==> src/rtl/uart_pkg.sv <==
// rtl/uart_pkg.sv - shared UART state encoding, frame constants and baud divisor helper
package uart_pkg;

  typedef enum logic [2:0] {
    ST_IDLE   = 3'd0,
    ST_START  = 3'd1,
    ST_DATA   = 3'd2,
    ST_PARITY = 3'd3,
    ST_STOP   = 3'd4
  } uart_state_t;

  localparam int DATA_BITS = 8;
  localparam int STOP_BITS = 1;

  // Clocks per bit, rounded to nearest.
  function automatic int baud_div(input int input_clock, input int baud_rate);
    return (input_clock + baud_rate / 2) / baud_rate;
  endfunction

endpackage

==> src/rtl/sync_fifo.sv <==
// rtl/sync_fifo.sv - single-clock FIFO with show-ahead read data and count-derived flags
module sync_fifo #(
  parameter int WIDTH = 8,
  parameter int DEPTH = 16
) (
  input  logic             clk,
  input  logic             rst,
  input  logic             wr_en,
  input  logic [WIDTH-1:0] wr_data,
  input  logic             rd_en,
  output logic [WIDTH-1:0] rd_data,
  output logic             full,
  output logic             empty
);

  localparam int PTR_W = $clog2(DEPTH);

  logic [WIDTH-1:0] mem [DEPTH];
  logic [PTR_W-1:0] wr_ptr;
  logic [PTR_W-1:0] rd_ptr;
  logic [PTR_W:0]   count;
  logic             do_wr;
  logic             do_rd;

  // Flags come from the registered count, so a write never reaches full combinationally.
  assign do_wr = wr_en & ~full;
  assign do_rd = rd_en & ~empty;

  always_ff @(posedge clk or posedge rst) begin
    if (rst) begin
      wr_ptr <= '0;
      rd_ptr <= '0;
      count  <= '0;
    end else begin
      if (do_wr) wr_ptr <= wr_ptr + 1'b1;
      if (do_rd) rd_ptr <= rd_ptr + 1'b1;
      case ({do_wr, do_rd})
        2'b10:   count <= count + 1'b1;
        2'b01:   count <= count - 1'b1;
        default: count <= count;
      endcase
    end
  end

  always_ff @(posedge clk) begin
    if (do_wr) mem[wr_ptr] <= wr_data;
  end

  assign rd_data = mem[rd_ptr];
  assign full    = (count == (PTR_W + 1)'(DEPTH));
  assign empty   = (count == '0);

endmodule

==> src/rtl/uart_tx_buffered.sv <==
// rtl/uart_tx_buffered.sv - FIFO-buffered 8N1 UART transmitter with internal baud counter
// Optional even parity (8E1) when UART_TX_PARITY_EN is defined.
module uart_tx_buffered
  import uart_pkg::*;
#(
  parameter int INPUT_CLOCK = 27000000,
  parameter int BAUD_RATE   = 9600,
  parameter int FIFO_DEPTH  = 16
) (
  input  logic       clk,
  input  logic       rst,
  input  logic [7:0] wr_data,
  input  logic       wr_en,
  output logic       full,
  output logic       empty,
  output logic       overflow,
  output logic       busy,
  output logic       tx
);

  localparam int DIV   = baud_div(INPUT_CLOCK, BAUD_RATE);
  localparam int CNT_W = (DIV > 1) ? $clog2(DIV) : 1;
  localparam int IDX_W = $clog2(DATA_BITS);
  localparam logic [CNT_W-1:0] CNT_LOAD = CNT_W'(DIV - 1);

  uart_state_t          state_q, state_n;
  logic [CNT_W-1:0]     cnt_q, cnt_n;
  logic [DATA_BITS-1:0] shift_q, shift_n;
  logic [IDX_W-1:0]     idx_q, idx_n;
  logic                 tx_q, tx_n;
  logic                 overflow_q;
  logic                 pop;
  logic                 bit_done;
  logic [DATA_BITS-1:0] fifo_data;
  logic                 fifo_empty;
`ifdef UART_TX_PARITY_EN
  logic                 par_q, par_n;
`endif

  sync_fifo #(
    .WIDTH (DATA_BITS),
    .DEPTH (FIFO_DEPTH)
  ) u_fifo (
    .clk     (clk),
    .rst     (rst),
    .wr_en   (wr_en),
    .wr_data (wr_data),
    .rd_en   (pop),
    .rd_data (fifo_data),
    .full    (full),
    .empty   (fifo_empty)
  );

  always_ff @(posedge clk or posedge rst) begin
    if (rst) begin
      state_q    <= ST_IDLE;
      cnt_q      <= '0;
      shift_q    <= '0;
      idx_q      <= '0;
      tx_q       <= 1'b1;
      overflow_q <= 1'b0;
`ifdef UART_TX_PARITY_EN
      par_q      <= 1'b0;
`endif
    end else begin
      state_q    <= state_n;
      cnt_q      <= cnt_n;
      shift_q    <= shift_n;
      idx_q      <= idx_n;
      tx_q       <= tx_n;
      overflow_q <= overflow_q | (wr_en & full);
`ifdef UART_TX_PARITY_EN
      par_q      <= par_n;
`endif
    end
  end

  // tx_n is the line level for the bit that starts on the coming edge.
  always_comb begin
    state_n  = state_q;
    cnt_n    = cnt_q;
    shift_n  = shift_q;
    idx_n    = idx_q;
    tx_n     = tx_q;
    pop      = 1'b0;
    bit_done = (cnt_q == '0);
`ifdef UART_TX_PARITY_EN
    par_n    = par_q;
`endif
    if (state_q != ST_IDLE) cnt_n = bit_done ? CNT_LOAD : cnt_q - 1'b1;

    case (state_q)
      ST_IDLE: begin
        tx_n = 1'b1;
        if (!fifo_empty) begin
          pop     = 1'b1;
          shift_n = fifo_data;
          cnt_n   = CNT_LOAD;
          tx_n    = 1'b0;
          state_n = ST_START;
`ifdef UART_TX_PARITY_EN
          par_n   = ^fifo_data;
`endif
        end
      end
      ST_START: begin
        if (bit_done) begin
          state_n = ST_DATA;
          idx_n   = '0;
          tx_n    = shift_q[0];
        end
      end
      ST_DATA: begin
        if (bit_done) begin
          if (idx_q == IDX_W'(DATA_BITS - 1)) begin
`ifdef UART_TX_PARITY_EN
            state_n = ST_PARITY;
            tx_n    = par_q;
`else
            state_n = ST_STOP;
            idx_n   = '0;
            tx_n    = 1'b1;
`endif
          end else begin
            idx_n   = idx_q + 1'b1;
            shift_n = shift_q >> 1;
            tx_n    = shift_q[1];
          end
        end
      end
`ifdef UART_TX_PARITY_EN
      ST_PARITY: begin
        if (bit_done) begin
          state_n = ST_STOP;
          idx_n   = '0;
          tx_n    = 1'b1;
        end
      end
`endif
      ST_STOP: begin
        if (bit_done) begin
          if (idx_q == IDX_W'(STOP_BITS - 1)) begin
            // Back-to-back frames: pop straight into the next start bit.
            if (!fifo_empty) begin
              pop     = 1'b1;
              shift_n = fifo_data;
              cnt_n   = CNT_LOAD;
              tx_n    = 1'b0;
              state_n = ST_START;
`ifdef UART_TX_PARITY_EN
              par_n   = ^fifo_data;
`endif
            end else begin
              state_n = ST_IDLE;
              tx_n    = 1'b1;
            end
          end else begin
            idx_n = idx_q + 1'b1;
          end
        end
      end
      default: begin
        state_n = ST_IDLE;
        tx_n    = 1'b1;
      end
    endcase
  end

  assign tx       = tx_q;
  assign busy     = (state_q != ST_IDLE);
  assign empty    = fifo_empty;
  assign overflow = overflow_q;

endmodule

==> config.mk <==
export PLATFORM = sky130hd
export DESIGN_NAME = uart_tx_buffered
export DESIGN_NICKNAME = d
export VERILOG_FILES = /design/src/rtl/uart_pkg.sv /design/src/rtl/sync_fifo.sv /design/src/rtl/uart_tx_buffered.sv
export SDC_FILE = /design/constraint.sdc
export NUM_CORES = 1
export LEC_CHECK = 0
export CAP_MARGIN = 5
export CORE_MARGIN = 1.5
export CORE_UTILIZATION = 36
export CTS_CLUSTER_SIZE = 12
export DETAILED_ROUTE_END_ITERATION = 7
export PLACE_DENSITY = 0.55
export SLEW_MARGIN = 20
export SYNTH_ARGS = -nofsm -noshare
export SYNTH_HDL_FRONTEND = slang
export SYNTH_SLANG_ARGS = --single-unit
==> constraint.sdc <==
create_clock -name clk -period 3.88 [get_ports clk]
set_clock_uncertainty 0.1 [all_clocks]
set_input_delay 0.582 -clock clk [delete_from_list [all_inputs] [get_ports clk]]
set_output_delay 0.582 -clock clk [all_outputs]
set_load 0.02 [all_outputs]
==> summary.md, run 1 <==
| Metric | Value |
|---|---|
| Port bufs | `15` |
| Share of cells above drive strength 1 | `0.213` |
| Worst-path maximum fanout | `5` |
| Crit path time final | `3.20 ns` |
| Post-Layout Inst Area | `0.00829 mm^2` |
| Final ANT Viol Nets | `0` |
| Initial antenna violation count | `0` |
| Most area-hungry cell type in the Yosys netlist | `edfxtp_1` |
| Reg2Reg Launch Point | `idx_q[0]` |
| Core Box Area | `0.0195 mm^2` |
| Static leakage | `2.88 nW` |
| DRC Markers | `0` |
| Startpoint Class | `flop` |
| Synthesis-to-layout area growth | `15.6%` |
| Htree depth | `4` |
| Post-Syn Instances | `446` |
| Global routing met2 resource utilization | `0.253` |
| Worst r2r path cells | `14` |
| Hold EP | `overflow` |
| Total GRT Usage | `0.151` |
| Critical Path RT | `4.09 ns` |
| Largest net degree at the start of global routing | `42` |
| First-pass GRT wire length | `22.6 mm` |
| Ys flop type | `edfxtp_1` |
| Outcome | `finished, final reports clean` |
| Post-synth EDFFs | `128` |
| Hold buffers post-CTS | `0` |
| Clock root buffer | `clkbuf_16` |
| Top-count cell post-synth | `edfxtp_1` |
| Critical path data arrival time | `3.41 ns` |
| GPL Wtd Cong | `0.750` |
| Hold path cells | `1` |
| Dpl ws | `0.687 ns` |
| Syn avg cell area | `16.1 um^2` |
| Io pins | `16` |
| Post-synth top area share | `0.536` |
| Initial DRC Count | `242` |
| Skew-Pair Late Insertion Delay | `0.43 ns` |
| Global route hottest layer | `met2` |
| # setup viols final | `0` |
| Inst Count DP | `722` |
| Setup TNS | `0 ns` |
| Post-cts sizing count | `0` |
| Worst slew pin tran | `0.898 ns` |
| Sink Count | `169` |
| Synthesis-stage register bit count | `169` |
| Die footprint | `0.0208 mm^2` |
| DPL Wire Length | `9.05 mm` |
| Top post-synthesis cells by count | `128 x edfxtp_1, 40 x dfrtp_1, 32 x mux4_2, 32 x nor2_1, 29 x a21oi_1` |
| RR Endpoint | `u_fifo.count[4]` |
| Overflow after GRT | `0` |
| RSZ-0062 raised after global routing | `false` |
| Non-Filler Instances | `754` |
| Routed wire length | `14.3 mm` |
| Initial core utilization | `0.367` |
| Met1 usage | `0.195` |
| Post-CTS Setup Bufs | `0` |
| Final Slew Violations | `0` |
| Achievable frequency | `312 MHz` |
| CTS tree | `built` |
| Die Span Y | `144 um` |
| Async SR Flop Fraction | `0.243` |
| Relative slew slack | `0.399` |
| Via count of the first global-routing pass | `4004` |
| DP Area | `0.00770 mm^2` |
| Yosys warning count | `0` |
| Period utilization | `0.825` |
| Overall Power | `5.71 mW` |
| R2R Setup Slk | `0.68 ns` |
| Max IR drop VDD | `0.000301 V` |
| Clock slew at reported path FFs | `0.07 ns` |
| Via count | `3813` |
| Final Hold Fails | `0` |
| Met3 Use GR | `0.0344` |
| Netlist Area Pre-Place | `0.00717 mm^2` |
| Max_cap viols | `0` |
| Worst Slack Setup Final | `0.679 ns` |
| Worst Hold Launch | `overflow` |
| Routed length per instance | `18.9 um` |
| Critical Path Sink Type | `flop` |
| Hold Crit Class | `flop to flop` |
| P per Cell Area | `689 mW/mm^2` |
| Crit Path Class | `flop to flop` |
| Pre-antenna DRT Iters | `4` |
| Synth area leaders | `edfxtp_1 54%, dfrtp_1 14%, mux4_2 10%, ha_1 2.4%, a21oi_1 2.0%` |
| DR vias/cell | `5.06` |
| Seq/Total Area, Yosys | `0.679` |
| Diodes inserted | `0` |
| Cell variety after synth | `56` |
| TritonCTS Buffers | `17` |
| Final #Nets | `502` |
| Die W | `144 um` |
| Site Rows | `51` |
| Mapped Nets | `472` |
| CTS Buffer Depth | `2` |
-- per-stage QoR --
stage | utilization | hold slack [ns]
6_report | 0.424 | 0.359
5_1_grt | 0.424 | 0.388
4_1_cts | 0.424 | 0.364
3_5_place_dp | 0.394 | 0.347
3_3_place_gp | 0.394 | 0.354
2_1_floorplan | - | 0.375
-- cell families (layout without fill, tap and decap cells) --
kind of cell               after synthesis  in the layout  synth area share
muxes                                   36             36             0.107
buffers and inverters                   36             79            0.0216
DFF                                    169            169             0.679
xor gates and xnor gates                20             20            0.0244
and+or+nand+nor                        100            100            0.0742
AOI/OAI and AO/OA                       70             70            0.0660
adders and majority gates               15             15            0.0272
-- registers in the layout, indices dropped and copies added, names as in the netlist, 3 cells and up --
name,flops
shift_q,8
cnt_q,12
u_fifo.count,5
u_fifo.mem,128
idx_q,3
u_fifo.rd_ptr,4
u_fifo.wr_ptr,4
state_q,3
-- layout by cell type, fill, tap and decap left out, drive strengths merged, types with 9 or more instances in the layout --
| master | synthesis | layout |
|---|---|---|
| nand2 | 25 | 25 |
| nor3 | 9 | 9 |
| mux4 | 32 | 32 |
| o21ai | 9 | 9 |
| xnor2 | 14 | 14 |
| nor2 | 32 | 32 |
| ha | 14 | 14 |
| clkbuf | 10 | 17 |
| buf | 11 | 17 |
| inv | 15 | 24 |
| edfxtp | 128 | 128 |
| dfrtp | 40 | 40 |
| a22oi | 12 | 12 |
| clkdlybuf4s50 | 0 | 15 |
| a21oi | 29 | 29 |
-- layout make-up --
type | count | area [um^2]
Fill cell | 1771 | 11200
Sequential cell | 169 | 4870
Multi-Input combinational cell | 241 | 2140
Clock buffer | 17 | 425
Tap cell | 265 | 332
Timing Repair Buffer | 32 | 290
Clock inverter | 15 | 164
Inverter | 15 | 58.8
-- routing by layer --
layer / up-vias / wire, um
met5: - / 0
li1: 1766 / -
met1: 1965 / 6220
met3: 9 / 584
met4: 0 / 80
met2: 73 / 7390
-- worst max-delay path: stages (launching register included) --
cell      delay (ns)
dfrtp_1         0.41
ha_1            0.21
ha_1            0.23
nor4b_1         0.28
nand4_1         0.20
o211ai_4        0.18
nand2_4         0.11
inv_4           0.08
ha_1            0.27
ha_1            0.31
a21o_1          0.19
a21oi_1         0.16
xor2_1          0.15
nor2_1          0.07
xor2_1          0.14
-- worst max path at each step --
stage                    startpoint               to  slack (ns)
floorplan           u_fifo.count[0]  u_fifo.count[4]        0.86
global placement           idx_q[0]  u_fifo.count[4]        0.74
detailed placement         idx_q[0]  u_fifo.count[4]        0.69
CTS                        idx_q[0]  u_fifo.count[4]        0.67
global route               idx_q[0]  u_fifo.count[4]        0.51
finish                     idx_q[0]  u_fifo.count[4]        0.68
-- report_power, final --
group / leakage [nW] / internal (mW) / switching [mW]
Combinational: 0.954 / 0.739 / 0.748
Clock: 0.289 / 0.870 / 0.801
Sequential: 1.63 / 2.25 / 0.306
(Power assumes the default switching activity.)
==> run 2: changes to the inputs <==
==> constraint.sdc (replaced) <==
create_clock -name clk -period 3.18 [get_ports clk]
set_clock_uncertainty 0.1 [all_clocks]
set_input_delay 0.477 -clock clk [delete_from_list [all_inputs] [get_ports clk]]
set_output_delay 0.477 -clock clk [all_outputs]
set_load 0.02 [all_outputs]
==> run 2 against run 1 <==
Critical path depth shrank 2. Sequential cell count is the same. Register-to-register slack lost 0.45 ns. Fmax grew 8.5%. Setup slack lost 0.45 ns. Power grew 22%. Die area is the same. Final cell count grew 2.3%. Sequential share of layout area shrank 0.93 points. Critical endpoint unchanged.
==> summary.md, run 2 (synthesis gave the netlist of run 1 again) <==
| Metric | Value |
|---|---|
| Outcome | `finished, final reports clean` |
| Final #Nets | `519 (+3.4%)` |
| R2R Setup Slk | `0.23 ns (-0.45 ns)` |
| Largest net degree at the start of global routing | `34 (-19%)` |
| GPL Wtd Cong | `0.749 (-0.23%)` |
| DPL Wire Length | `9.41 mm (+4.0%)` |
| Largest register FFs | `128 (unchanged)` |
| Final core utilization | `0.431 (+0.00673)` |
| Filler instances | `1771 (unchanged)` |
| Htree depth | `4 (unchanged)` |
| Initial core utilization | `0.367 (unchanged)` |
| DP Area | `0.00782 mm^2 (+1.6%)` |
| Startpoint Class | `flop` |
| P_sw | `2.18 mW (+18%)` |
| WP depth | `12 (-2)` |
| Skew-Pair Late Insertion Delay | `0.42 ns (about the same)` |
| Routed wire length | `14.1 mm (-0.99%)` |
| Post-CTS Setup Bufs | `0 (unchanged)` |
| Commonest non-fill, non-tap cell in the layout | `edfxtp_1` |
| Slowest CP cell | `or4_4` |
| Via count | `3896 (+2.2%)` |
| Static leakage | `2.96 nW (+2.9%)` |
| Setup TNS | `0 ns (unchanged)` |
| Post-Layout Inst Area | `0.00842 mm^2 (+1.6%)` |
| Kind of cell adding the most delay to the critical path | `simple AND/OR/NAND/NOR gates` |
| Die Span Y | `144 um (unchanged)` |
| Relative slew slack | `0.415 (+0.0164)` |
| Die footprint | `0.0208 mm^2 (unchanged)` |
| Hold Crit Class | `input pin to async pin` |
| Initial DRC Count | `257 (+6.2%)` |
| Critical Path Sink Type | `flop` |
| Crit path time final | `2.95 ns (-0.251 ns)` |
| Overall Power | `6.98 mW (+22%)` |
| Switching share of total power | `0.313 (-0.0119)` |
| Worst path bufs/invs | `1 (unchanged)` |
| Initial antenna violation count | `0 (unchanged)` |
| Pre-antenna DRT Iters | `5 (+1)` |
| Port bufs | `15 (unchanged)` |
| Max_cap viols | `0 (unchanged)` |
| Total GRT Usage | `0.149 (-0.00124)` |
| Clk pwr share | `0.284 (-0.009)` |
| Leading cell types in the layout, fill and taps excluded | `128 x edfxtp_1, 39 x dfrtp_1, 33 x buf_4, 32 x nor2_1, 32 x mux4_2` |
| Critical Path RT | `3.38 ns (-0.71 ns)` |
| Worst slew pin tran | `0.871 ns (-0.0267 ns)` |
| Share of power burned in registers | `0.438 (-0.009)` |
| Worst r2r path cells | `12 (-2)` |
| Gate power share | `0.278 (+0.018)` |
| Cell Chain, Critical Path | `or4_4 > o211ai_2 > o211ai_4 > nand2_4 > inv_4 > ha_4 > fa_1 > a21o_1 > a21oi_1 > xor2_1 > nor2_1 > xor2_1` |
| Crit Path Class | `flop to flop` |
| Final Hold Fails | `0 (unchanged)` |
| TritonCTS Buffers | `17 (unchanged)` |
| P per Cell Area | `829 mW/mm^2 (+20%)` |
| Period utilization | `0.928 (+0.103)` |
| First-pass GRT wire length | `22.6 mm (-0.39%)` |
| RSZ-0062 raised after global routing | `false` |
| Achievable frequency | `339 MHz (+8.5%)` |
| Final ANT Viol Nets | `0 (unchanged)` |
| Sink Count | `169 (unchanged)` |
| Overflow after GRT | `0 (unchanged)` |
| Clock slew at reported path FFs | `0.06 ns (about the same)` |
| DRC Markers | `0 (unchanged)` |
| Max IR drop VDD | `0.000484 V (+61%)` |
| Die W | `144 um (unchanged)` |
| # setup viols final | `0 (unchanged)` |
| Non-Filler Instances | `771 (+2.3%)` |
| Final Slew Violations | `0 (unchanged)` |
| Inst Count DP | `739 (+2.4%)` |
| Site Rows | `51 (unchanged)` |
| Core Box Area | `0.0195 mm^2 (unchanged)` |
| Biggest register | `u_fifo.mem` |
| DR vias/cell | `5.05 (about the same)` |
| CP dominant cell by count | `xor2_1` |
| Worst-path maximum fanout | `5 (unchanged)` |
| Io pins | `16 (unchanged)` |
| Share of cells above drive strength 1 | `0.235 (+0.0225)` |
| Biggest regs | `u_fifo.mem x128, cnt_q x12, shift_q x8` |
| Synthesis-to-layout area growth | `17.4%` |
| CTS Buffer Depth | `2 (unchanged)` |
| Critical path data arrival time | `3.15 ns (-0.26 ns)` |
| CTS tree | `built` |
| Cell Int Power | `4.80 mW (+24%)` |
| Worst path max stage delay | `0.57 ns (+0.16 ns)` |
| Clock root buffer | `clkbuf_16` |
| Via count of the first global-routing pass | `4123 (+3.0%)` |
| Routed length per instance | `18.3 um (-3.2%)` |
| Diodes inserted | `0 (unchanged)` |
[run 2: changes by cell type in the layout (fill, tap and decap cells not counted), moves of 2 or more]
cell / delta
inv_6: +3
inv_8: -6
buf_4: +17
clkinv_1: +3
clkinv_4: +2
[run 2: routing by layer]
| layer | vias up | global-route usage | wire length, um | part of all wire |
|---|---|---|---|---|
| met3 | 12 | 0.0344 | 434 | 0.031 |
| li1 | 1802 | - | - | - |
| met2 | 53 | 0.254 | 7150 | 0.51 |
| met4 | 0 | 0.0489 | 136 | 0.0096 |
| met5 | - | 0 | 0 | 0 |
| met1 | 2029 | 0.189 | 6410 | 0.45 |
[run 2: timing repair]
item / 4_1_cts / 5_1_grt
gates resized for setup: 0 / 4
endpoints found under the setup margin: 0 / 2
hold buffers: 0 / 0
[run 2: area by class of cell]
cell class / count / area, um^2 / area share
clock buffers: 17 / 425 / 0.0505
clock inverters: 15 / 141 / 0.0168
inverters: 15 / 58.8 / 0.00699
multi-input cells: 241 / 2170 / 0.258
flip-flops and latches: 169 / 4870 / 0.579
well taps: 265 / 332 / 0.0394
repair buffers: 49 / 418 / 0.0496
[run 2: power groups by stage]
| stage | Clock (mW) | Combinational (mW) | Sequential [mW] |
|---|---|---|---|
| after CTS | 2.03 | 1.97 | 3.05 |
| after detailed placement | 0 | 1.96 | 3.10 |
| after global routing | 2.13 | 2.13 | 3.10 |
| final | 1.98 | 1.94 | 3.05 |
| after global placement | 0 | 1.92 | 3.08 |
| after floorplan | 0 | 1.45 | 2.96 |
[run 2: through the flow]
| step | worst slack [ns] | hold slack (ns) |
|---|---|---|
| 3_3_place_gp | 0.108 | 0.351 |
| 2_1_floorplan | 0.163 | 0.375 |
| 5_1_grt | 0.0610 | 0.383 |
| 6_report | 0.230 | 0.338 |
| 4_1_cts | 0.0347 | 0.346 |
| 3_5_place_dp | 0.0525 | 0.347 |
[run 2: final timing paths]
path	from	end
min in group clk	overflow	overflow
hold reg to reg	overflow	overflow
setup / recovery	u_fifo.count[1]	u_fifo.count[4]
hold / removal	rst	idx_q[2]
max in group asynchronous	rst	u_fifo.rd_ptr[0]
setup reg to reg	u_fifo.count[1]	u_fifo.count[4]
==> run 3: changes to the inputs <==
--- a/config.mk
+++ b/config.mk
@@ -11,7 +11,6 @@
 export CTS_CLUSTER_SIZE = 12
 export DETAILED_ROUTE_END_ITERATION = 7
 export PLACE_DENSITY = 0.55
-export SLEW_MARGIN = 20
 export SYNTH_ARGS = -nofsm -noshare
 export SYNTH_HDL_FRONTEND = slang
 export SYNTH_SLANG_ARGS = --single-unit
==> constraint.sdc (replaced) <==
create_clock -name clk -period 3.05 [get_ports clk]
set_clock_uncertainty 0.1 [all_clocks]
set_input_delay 0.61 -clock clk [delete_from_list [all_inputs] [get_ports clk]]
set_output_delay 0.61 -clock clk [all_outputs]
set_load 0.02 [all_outputs]
==> run 3 against run 2 <==
Sequential share of layout area down 0.36 points. Cell area up 0.62%. Die area unchanged. Non-clock buffer count up 5. Utilization up 0.27 points. Combinational power up 5%. Critical path type is now flop to output pin. Highest routed layer unchanged. Via count down 1.5%. Worst hold slack better by 0.032 ns.
==> summary.md, run 3 (synthesis gave the netlist of run 1 again) <==
| Metric | Value |
|---|---|
| DPL Wire Length | `9.31 mm (-1.1%)` |
| Core Box Area | `0.0195 mm^2 (unchanged)` |
| Worst slew pin tran | `0.838 ns (-0.0332 ns)` |
| Routed length per instance | `17.7 um (-3.5%)` |
| GPL Wtd Cong | `0.779 (+4.1%)` |
| Final ANT Viol Nets | `0 (unchanged)` |
| Cell Chain, Critical Path | `or4_4 > nor2_1 > clkdlybuf4s50_1` |
| Commonest non-fill, non-tap cell in the layout | `edfxtp_1` |
| Hold Crit Class | `flop to flop` |
| Share of cells above drive strength 1 | `0.249 (+0.0134)` |
| Inst Count DP | `741 (+0.27%)` |
| Crit Path Class | `flop to output pin` |
| Pre-antenna DRT Iters | `4 (-1)` |
| Worst path max stage delay | `0.65 ns (+0.08 ns)` |
| Clock root buffer | `clkbuf_16` |
| CTS Buffer Depth | `2 (unchanged)` |
| Die W | `144 um (unchanged)` |
| Routed wire length | `13.7 mm (-2.9%)` |
| Crit path time final | `2.89 ns` |
| Largest register FFs | `128 (unchanged)` |
| Static leakage | `2.99 nW (+1.2%)` |
| Setup TNS | `0 ns (unchanged)` |
| Final #Nets | `524 (+0.96%)` |
| Leading cell types in the layout, fill and taps excluded | `128 x edfxtp_1, 39 x dfrtp_1, 38 x buf_4, 32 x nor2_1, 32 x mux4_2` |
| Synthesis-to-layout area growth | `18.2%` |
| Worst-path maximum fanout | `3 (-2)` |
| Htree depth | `4 (unchanged)` |
| Initial DRC Count | `146 (-43%)` |
| Diodes inserted | `0 (unchanged)` |
| CTS tree | `built` |
| Initial core utilization | `0.367 (unchanged)` |
| Max_cap viols | `0 (unchanged)` |
| Relative slew slack | `0.439 (+0.0237)` |
| Biggest regs | `u_fifo.mem x128, cnt_q x12, shift_q x8` |
| Overall Power | `7.31 mW (+4.7%)` |
| Slowest CP cell | `clkdlybuf4s50_1` |
| Port bufs | `15 (unchanged)` |
| DR vias/cell | `4.95 (-2.1%)` |
| Initial antenna violation count | `0 (unchanged)` |
| Worst r2r path cells | `14 (+2)` |
| P per Cell Area | `863 mW/mm^2 (+4.1%)` |
| Total GRT Usage | `0.146 (-0.00317)` |
| Sink Count | `169 (unchanged)` |
| Critical Path RT | `2.34 ns (-1.04 ns)` |
| Outcome | `finished, final reports clean` |
| Max IR drop VDD | `0.000478 V (-1.3%)` |
| Achievable frequency | `346 MHz` |
| Clock slew at reported path FFs | `0.07 ns (about the same)` |
| Site Rows | `51 (unchanged)` |
| DP Area | `0.00784 mm^2 (+0.19%)` |
| Via count | `3838 (-1.5%)` |
| Filler instances | `1794 (+1.3%)` |
| Io pins | `16 (unchanged)` |
| Final Hold Fails | `0 (unchanged)` |
| # setup viols final | `0 (unchanged)` |
| Period utilization | `0.947` |
| Die Span Y | `144 um (unchanged)` |
| Hold Slack | `0.370 ns (+0.0321 ns)` |
| Biggest register | `u_fifo.mem` |
| Largest net degree at the start of global routing | `34 (unchanged)` |
| First-pass GRT wire length | `22.1 mm (-2.2%)` |
| Overflow after GRT | `0 (unchanged)` |
| Hold buffers post-CTS | `0 (unchanged)` |
| Via count of the first global-routing pass | `3922 (-4.9%)` |
| Final Slew Violations | `0 (unchanged)` |
| TritonCTS Buffers | `17 (unchanged)` |
| Hold path cells | `1` |
| Critical Path Sink Type | `output pin` |
| Startpoint Class | `flop` |
| DRC Markers | `0 (unchanged)` |
| Non-Filler Instances | `776 (+0.65%)` |
| Skew-Pair Late Insertion Delay | `0.42 ns (about the same)` |
| RSZ-0062 raised after global routing | `false` |
| Critical path data arrival time | `2.18 ns (-0.97 ns)` |
| Post-Layout Inst Area | `0.00847 mm^2 (+0.62%)` |
| Die footprint | `0.0208 mm^2 (unchanged)` |
run 3: metrics by stage:
step	worst slack (ns)	utilization
5_1_grt	0.00331	0.434
2_1_floorplan	0.0327	-
3_5_place_dp	0.0301	0.401
4_1_cts	0.00765	0.431
3_3_place_gp	0.0829	0.401
6_report	0.161	0.434
run 3: per-layer routing:
layer / global-route usage / part of all wire / vias up
met4: 0.0371 / 0.010 / 0
met5: 0 / 0 / -
met2: 0.248 / 0.51 / 44
met3: 0.0377 / 0.026 / 11
li1: - / - / 1816
met1: 0.187 / 0.46 / 1967
run 3: path summary, 6_finish.rpt:
| kind | start | to | slack [ns] |
|---|---|---|---|
| worst max register to register | idx_q[0] | u_fifo.count[4] | 0.18 |
| worst max-delay path | u_fifo.count[0] | empty | 0.16 |
| max in group asynchronous | rst | u_fifo.wr_ptr[0] | 1.87 |
| min in group asynchronous | rst | state_q[1] | 0.45 |
| worst min register to register | overflow | overflow | 0.37 |
| worst min-delay path | overflow | overflow | 0.37 |
run 3: area by class of cell:
cell class | count | area, um^2 | area share
Inverter | 15 | 58.8 | 0.00694
Multi-Input combinational cell | 241 | 2170 | 0.256
Tap cell | 265 | 332 | 0.0391
Clock inverter | 14 | 156 | 0.0185
Timing Repair Buffer | 54 | 455 | 0.0538
Clock buffer | 18 | 429 | 0.0507
Sequential cell | 169 | 4870 | 0.575
run 3: critical path: cells and delay by family (launching register included):
family,cells,cell delay (ns)
buffers and inverters,1,0.65
flip-flops,1,0.38
AND/OR/NAND/NOR,2,0.73
run 3: repair_timing:
| action | CTS | global route |
|---|---|---|
| setup endpoints to repair | 0 | 2 |
| buffers inserted | 0 | 3 |
| gates resized for setup | 0 | 5 |
run 3: report_power, final:
part / internal [mW] / switching [mW]
combinational: 1.01 / 1.03
clock: 1.16 / 0.950
sequential: 2.86 / 0.307
total: 5.03 / 2.29
